===== src/rtl/instruction_memory_sync_if.sv =====
// Fetch/load bus for the synchronous instruction memory.
// master drives requests and load data; slave returns the registered fetch result.
interface instruction_memory_sync_if #(
    parameter int DATA_WIDTH = 32
);
    logic [31:0]           Address;
    logic                  ReadEn;
    logic                  Stall;
    logic                  LoadEn;
    logic [31:0]           LoadAddr;
    logic [DATA_WIDTH-1:0] LoadData;
    logic [DATA_WIDTH-1:0] Instruction;
    logic                  Valid;
    logic                  AddrError;
    logic                  Ready;

    modport master (
        output Address, ReadEn, Stall, LoadEn, LoadAddr, LoadData,
        input  Instruction, Valid, AddrError, Ready
    );

    modport slave (
        input  Address, ReadEn, Stall, LoadEn, LoadAddr, LoadData,
        output Instruction, Valid, AddrError, Ready
    );
endinterface


===== src/rtl/instruction_memory_sync.sv =====
// Word-addressed instruction memory with a registered fetch port, a program-load
// write port and a self-initialising fill sequence run after every reset.
module instruction_memory_sync #(
    parameter int DATA_WIDTH = 32,
    parameter int DEPTH      = 128,
    parameter int INIT_MODE  = 0
) (
    input logic                  Clk,
    input logic                  Rst,
    instruction_memory_sync_if.slave bus
);
    localparam int AW = (DEPTH > 1) ? $clog2(DEPTH) : 1;

    localparam logic [0:0] INIT = 1'b0;
    localparam logic [0:0] RUN  = 1'b1;

    logic [0:0]            state;
    logic [AW-1:0]         init_cnt;
    logic [DATA_WIDTH-1:0] mem [DEPTH];

    logic [AW-1:0]         fetch_idx;
    logic [AW-1:0]         load_idx;
    logic                  fetch_legal;
    logic                  load_ok;
    logic [DATA_WIDTH-1:0] init_word;

    always_comb begin
        fetch_idx   = bus.Address[AW+1:2];
        load_idx    = bus.LoadAddr[AW+1:2];
        fetch_legal = (bus.Address[1:0] == 2'b00) && !(|bus.Address[31:AW+2]);
        load_ok     = (state == RUN) && bus.LoadEn
                      && (bus.LoadAddr[1:0] == 2'b00) && !(|bus.LoadAddr[31:AW+2]);
        init_word   = '0;
        if (INIT_MODE == 1)
            init_word = DATA_WIDTH'({init_cnt, 2'b00});
    end

    assign bus.Ready = (state == RUN);

    always_ff @(posedge Clk) begin
        if (Rst) begin
            state           <= INIT;
            init_cnt        <= '0;
            bus.Instruction <= '0;
            bus.Valid       <= 1'b0;
            bus.AddrError   <= 1'b0;
        end else begin
            case (state)
                INIT: begin
                    init_cnt <= init_cnt + 1'b1;
                    if (init_cnt == AW'(DEPTH - 1))
                        state <= RUN;
                end
                default: begin
                    if (!bus.Stall) begin
                        if (bus.ReadEn) begin
                            bus.Valid <= 1'b1;
                            if (fetch_legal) begin
                                // Write-first: a same-cycle load to the fetched word wins.
                                bus.Instruction <= (load_ok && load_idx == fetch_idx)
                                                   ? bus.LoadData : mem[fetch_idx];
                                bus.AddrError   <= 1'b0;
                            end else begin
                                bus.Instruction <= '0;
                                bus.AddrError   <= 1'b1;
                            end
                        end else begin
                            bus.Valid <= 1'b0;
                        end
                    end
                end
            endcase
        end
    end

    // Single write port shared by the fill sequence and program loads.
    always_ff @(posedge Clk) begin
        if (!Rst) begin
            if (state == INIT)
                mem[init_cnt] <= init_word;
            else if (load_ok)
                mem[load_idx] <= bus.LoadData;
        end
    end
endmodule

===== src/flat_wrapper.sv =====
// flat-port wrapper written by rule: the top's interface ports become plain ports
module instruction_memory_sync_flat 
#(
    parameter int DATA_WIDTH = 32,
    parameter int DEPTH      = 128,
    parameter int INIT_MODE  = 0
)
  (Clk, Rst, bus_Address, bus_ReadEn, bus_Stall, bus_LoadEn, bus_LoadAddr, bus_LoadData, bus_Instruction, bus_Valid, bus_AddrError, bus_Ready);
  instruction_memory_sync_if #(.DATA_WIDTH(DATA_WIDTH)) bus_i ();
  input logic Clk;
  input logic Rst;
  input wire logic [$bits(bus_i.Address)-1:0] bus_Address;
  input wire logic [$bits(bus_i.ReadEn)-1:0] bus_ReadEn;
  input wire logic [$bits(bus_i.Stall)-1:0] bus_Stall;
  input wire logic [$bits(bus_i.LoadEn)-1:0] bus_LoadEn;
  input wire logic [$bits(bus_i.LoadAddr)-1:0] bus_LoadAddr;
  input wire logic [$bits(bus_i.LoadData)-1:0] bus_LoadData;
  output wire logic [$bits(bus_i.Instruction)-1:0] bus_Instruction;
  output wire logic [$bits(bus_i.Valid)-1:0] bus_Valid;
  output wire logic [$bits(bus_i.AddrError)-1:0] bus_AddrError;
  output wire logic [$bits(bus_i.Ready)-1:0] bus_Ready;
  assign bus_i.Address = bus_Address;
  assign bus_i.ReadEn = bus_ReadEn;
  assign bus_i.Stall = bus_Stall;
  assign bus_i.LoadEn = bus_LoadEn;
  assign bus_i.LoadAddr = bus_LoadAddr;
  assign bus_i.LoadData = bus_LoadData;
  assign bus_Instruction = bus_i.Instruction;
  assign bus_Valid = bus_i.Valid;
  assign bus_AddrError = bus_i.AddrError;
  assign bus_Ready = bus_i.Ready;
  instruction_memory_sync #(.DATA_WIDTH(DATA_WIDTH), .DEPTH(DEPTH), .INIT_MODE(INIT_MODE)) u_core (.Clk(Clk), .Rst(Rst), .bus(bus_i));
endmodule

===== config.mk =====
export PLATFORM = sky130hd
export DESIGN_NAME = instruction_memory_sync_flat
export DESIGN_NICKNAME = d
export VERILOG_FILES = /design/src/rtl/instruction_memory_sync_if.sv /design/src/rtl/instruction_memory_sync.sv /design/src/flat_wrapper.sv
export SDC_FILE = /design/constraint.sdc
export NUM_CORES = 2
export LEC_CHECK = 0
export BUFFER_PORTS_ARGS = -buffer_cell sky130_fd_sc_hd__buf_2
export CAP_MARGIN = 20
export CORE_MARGIN = 5
export CORE_UTILIZATION = 55
export DETAILED_ROUTE_END_ITERATION = 8
export GPL_TIMING_DRIVEN = 0
export PLACE_DENSITY = 0.71
export SYNTH_ARGS = -nofsm -noshare
export SYNTH_HDL_FRONTEND = slang
export SYNTH_SLANG_ARGS = --single-unit

===== constraint.sdc =====
create_clock -name Clk -period 8.7 [get_ports Clk]
set_input_delay 0 -clock Clk [delete_from_list [all_inputs] [get_ports Clk]]
set_output_delay 0 -clock Clk [all_outputs]
set_load 0.05 [all_outputs]

==> run summary <==
The largest buffer count on any clock path is 4. The flow ran to the end, and the final reports show no timing, DRC or antenna violations. The post-synthesis register bit count is 4138. The kind of cell with the highest combined delay along the critical path is simple AND/OR/NAND/NOR gates. The synthesized-area fraction occupied by xor and xnor cells is 0.0663%. The area added between synthesis and finish came out at 15.5%. The layout has 18600 filler cells. The insertion delay to the later sink of the worst-skew pair is 0.99 ns.

In this run, synthesis inferred 4096 flip-flops with an integrated enable. The number of cells on the worst reg-to-reg path is 10. The number of buffer and inverter stages on the critical path came out at 4.

In the synthesized netlist the async set-or-reset flop fraction comes to 0%. The minimum hold slack came out at 0.0396 ns. The reported max-cap violation count is 0. Timing would allow up to 0.196 GHz. Setup repair after global routing left no endpoint under its margin.

The mux share of post-synthesis cell area came out at 14.4%. The critical path's slowest cell is clkbuf_2. The total clock buffers created by CTS came out at 408.

The die outline height came out at 547 µm. The power per standard cell area is 222 nW/µm². The number of hold-slack violations in the final timing report came out at 0. The number of H-tree levels is 5. The number of max-slew violations in the final report is 0. In this run the core area contains 197 standard-cell rows. Data on the critical path is required at its endpoint by 9.34 ns.

The total of buffers placed on input and output ports is 127. In the routed layout, each cell is associated on average with a via count of 6.68. The die area came out at 299000 µm². The number of nets in the finished design came out at 8171. The global-route wire length before repair came out at 612000 µm. The longest individual stage delay on the worst path is 0.77 ns. The path class of the tightest hold or removal check is input pin to register. The number of distinct standard cells referenced by the synthesized netlist came out at 52. The netlist area before placement is 158000 µm². Headroom to the max-slew limit came out at 17.8%. The number of nets handed over by synthesis was 7397.

The register clock-pin slew on the reported worst setup and hold paths is 0.07 ns. The initial antenna violation count is 49. Pin placement for this block handled 136 I/O pins. For this run, the total global-route usage over all layers was measured as 28.9%. The remaining number of nets flagged by the antenna check after routing is 0. The placed wire-length estimate after detailed placement came out at 290000 µm. The synthesized-area fraction occupied by adder cells came out at 0.00789%.

Counting every sink on the clock net gives 4138. The most numerous cell type found on the critical path is buf_2. The total stage count of the critical path is 10.

The biggest area consumer among synthesized cells is edfxtp_1. The core region is 287000 µm². In the finished design, the share of the clock period the worst path needs comes to 58.6%.

The maximum fanout encountered on the critical timing path came out at 19. The complex-gate fraction of the synthesized area is 3.20%. The largest net degree at the start of global routing came out at 93. Dividing the detail-routed wire length by the instance count gives 35.6 µm. The signal on the critical path passes through buf_2 > and4bb_1 > nand4_1 > nor3_1 > buf_2 > mux2i_1 > nand2b_1 > clkbuf_2 > nor2_4 > buf_16. Once the floorplan was initialized, standard cells occupied 55.1% of the core. CTS placed an instance of clkbuf_16 at the clock tree root. The flip-flop cell with the highest count after synthesis is edfxtp_1.

Synthesis handed over a netlist of 7295 instances. Of the post-synthesis cell area, the dominant cell type holds 77.6%. The critical path is of the register to register type. The detailed router finished its first iteration with 12200 violations. After synthesis, the largest family of logic cells by area is multiplexers. Leaving out fill and tap cells, the most frequent cells in the layout are edfxtp_1, mux4_2, clkbuf_16, a22oi_1, mux2i_1.

After synthesis, the cell types taking the most area are edfxtp_1, mux4_2, mux2i_1. The worst hold path was traced through 9 stages. The total number of vias is 81700. The count of warnings emitted by yosys is 0.

For this design the static power due to leakage is 61.2 nW. STA classifies the critical path endpoint as a register. After detailed routing, the number of remaining DRC violations is 0. Setup violations remaining at the end of the flow were counted as 0.

At the end of the flow the core is filled with cells to 63.7%. The time the worst path needs with I/O delays and setup came out at 5.09 ns. The clock skew after layout came out at 0.0974 ns. The setup TNS came out at 0 ns. The weighted congestion at the end of routability-driven global placement is 1.11. The first detailed-routing pass took 8 iterations. The buffers inserted during post-CTS setup optimization came out at 0. The via count of the first global-routing pass came out at 81100. The library cell used most frequently in the layout, excluding fill and tap cells, is edfxtp_1.

The routed wire length came out at 435000 µm. Averaged over all synthesized cells, the footprint is 21.7 µm². STA classifies the critical path startpoint as a register. The global route total overflow came out at 0.

The data arrival time of the critical path is 5.74 ns. The share of post-route cells with drive strength above 1 came out at 25.9%. The overall die width is 547 µm. The clock tree from TritonCTS is built.

The post-synthesis sequential area ratio is 78.1%. The worst voltage drop across the vdd grid is 0.233 mV. After Yosys synthesis, and, or, nand and nor cells account for 2.78% of the synthesized area. The actual transition at the worst max-transition pin is 1.23 ns.
[registers in the layout, indices dropped and copies added, names as in the netlist]
register,count
u_core.bus.Instruction,32
u_core.bus.Ready,1
u_core.bus.Valid,1
u_core.mem,4096
u_core.init_cnt,7
u_core.bus.AddrError,1
[Yosys cell counts, types with 3 or more instances]
library cell and instances:
dfxtp_1 42, xor2_1 11, and2_1 35, a21oi_1 6, nor2_1 187, nor3_1 19, nand4_1 98, o21ai_0 62
nand3_1 131, a221oi_1 63, nand3b_1 5, buf_1 34, mux4_2 869, buf_4 54, and3_1 33, a22o_1 31
nor3b_1 6, a211oi_1 94, mux2i_1 325, o21ai_1 3, nor2b_1 105, mux2_2 5, edfxtp_1 4096, nand2b_1 16
nand4b_1 31, nor4_1 80, buf_6 11, a41oi_1 6, o21a_1 30, a31oi_1 8, a22oi_1 375, nand2_1 51
clkbuf_1 202, buf_2 148
[final cells by class]
type	instances	area, µm²	share of cell area [%]
Timing Repair Buffer	364	5130	2.81
Buffer	449	2160	1.18
Clock buffer	489	10700	5.82
Tap cell	3781	4730	2.59
Sequential cell	4138	124000	67.7
Inverter	2	7.51	0.00410
Clock inverter	273	2780	1.52
Multi-Input combinational cell	2706	33600	18.4
Antenna cell	27	67.6	0.0369
[per-stage QoR]
stage / cells / cell area, µm² / power (mW) / setup WS [ns]
finish: 12200 / 183000 / 40.6 / 3.61
global route: 12200 / 183000 / 41.6 / 3.61
CTS: 12200 / 183000 / 40.7 / 3.67
detailed placement: 11400 / 169000 / 23.4 / 3.75
global placement: 11200 / 164000 / 23.3 / 0.336
floorplan: 7295 / 158000 / 22.8 / 4.26
[worst register-to-register path, cell delays in order, from the launching register on]
cell and delay, ns:
dfxtp_1 0.32, buf_2 0.31, and4bb_1 0.26, nand4_1 0.43, nor3_1 0.52, buf_2 0.31
mux2i_1 0.75, nand2b_1 0.52, clkbuf_2 0.77, nor2_4 0.30, buf_16 0.29
[per-layer routing]
layer	up-vias	wire length, µm	track usage, %
met5	-	81	0.0158
met4	12	26300	14.8
met3	929	50500	7.88
met2	5101	205000	44.4
met1	43000	154000	38.4
li1	32700	-	-
[cell families after synthesis]
kind of cell,count (synthesis)
mux,1199
simple gates,810
compound gates,684
xor+xnor,12
fa+ha+maj,1
flops,4138
buf+inv,451
[worst paths after layout]
check / slack (ns) / endpoint / start
max: 3.61 / u_core.mem[115][16] / u_core.bus.Ready
min: 0.04 / u_core.bus.Instruction[17] / bus_Address[24]
max reg2reg: 3.61 / u_core.mem[115][16] / u_core.bus.Ready
min reg2reg: 0.53 / u_core.bus.Instruction[6] / u_core.bus.Instruction[6]
[power breakdown]
group / total, mW / internal, mW / switching, mW
Combinational: 1.38 / 0.453 / 0.926
Sequential: 21.6 / 21.6 / 0.00641
Clock: 17.6 / 10.0 / 7.60
[repair_timing]
item	CTS	global route
gates resized for setup	0	0
endpoints found under the hold margin	1945	25
hold buffers	51	2
Power figures use the tool's default switching activity.
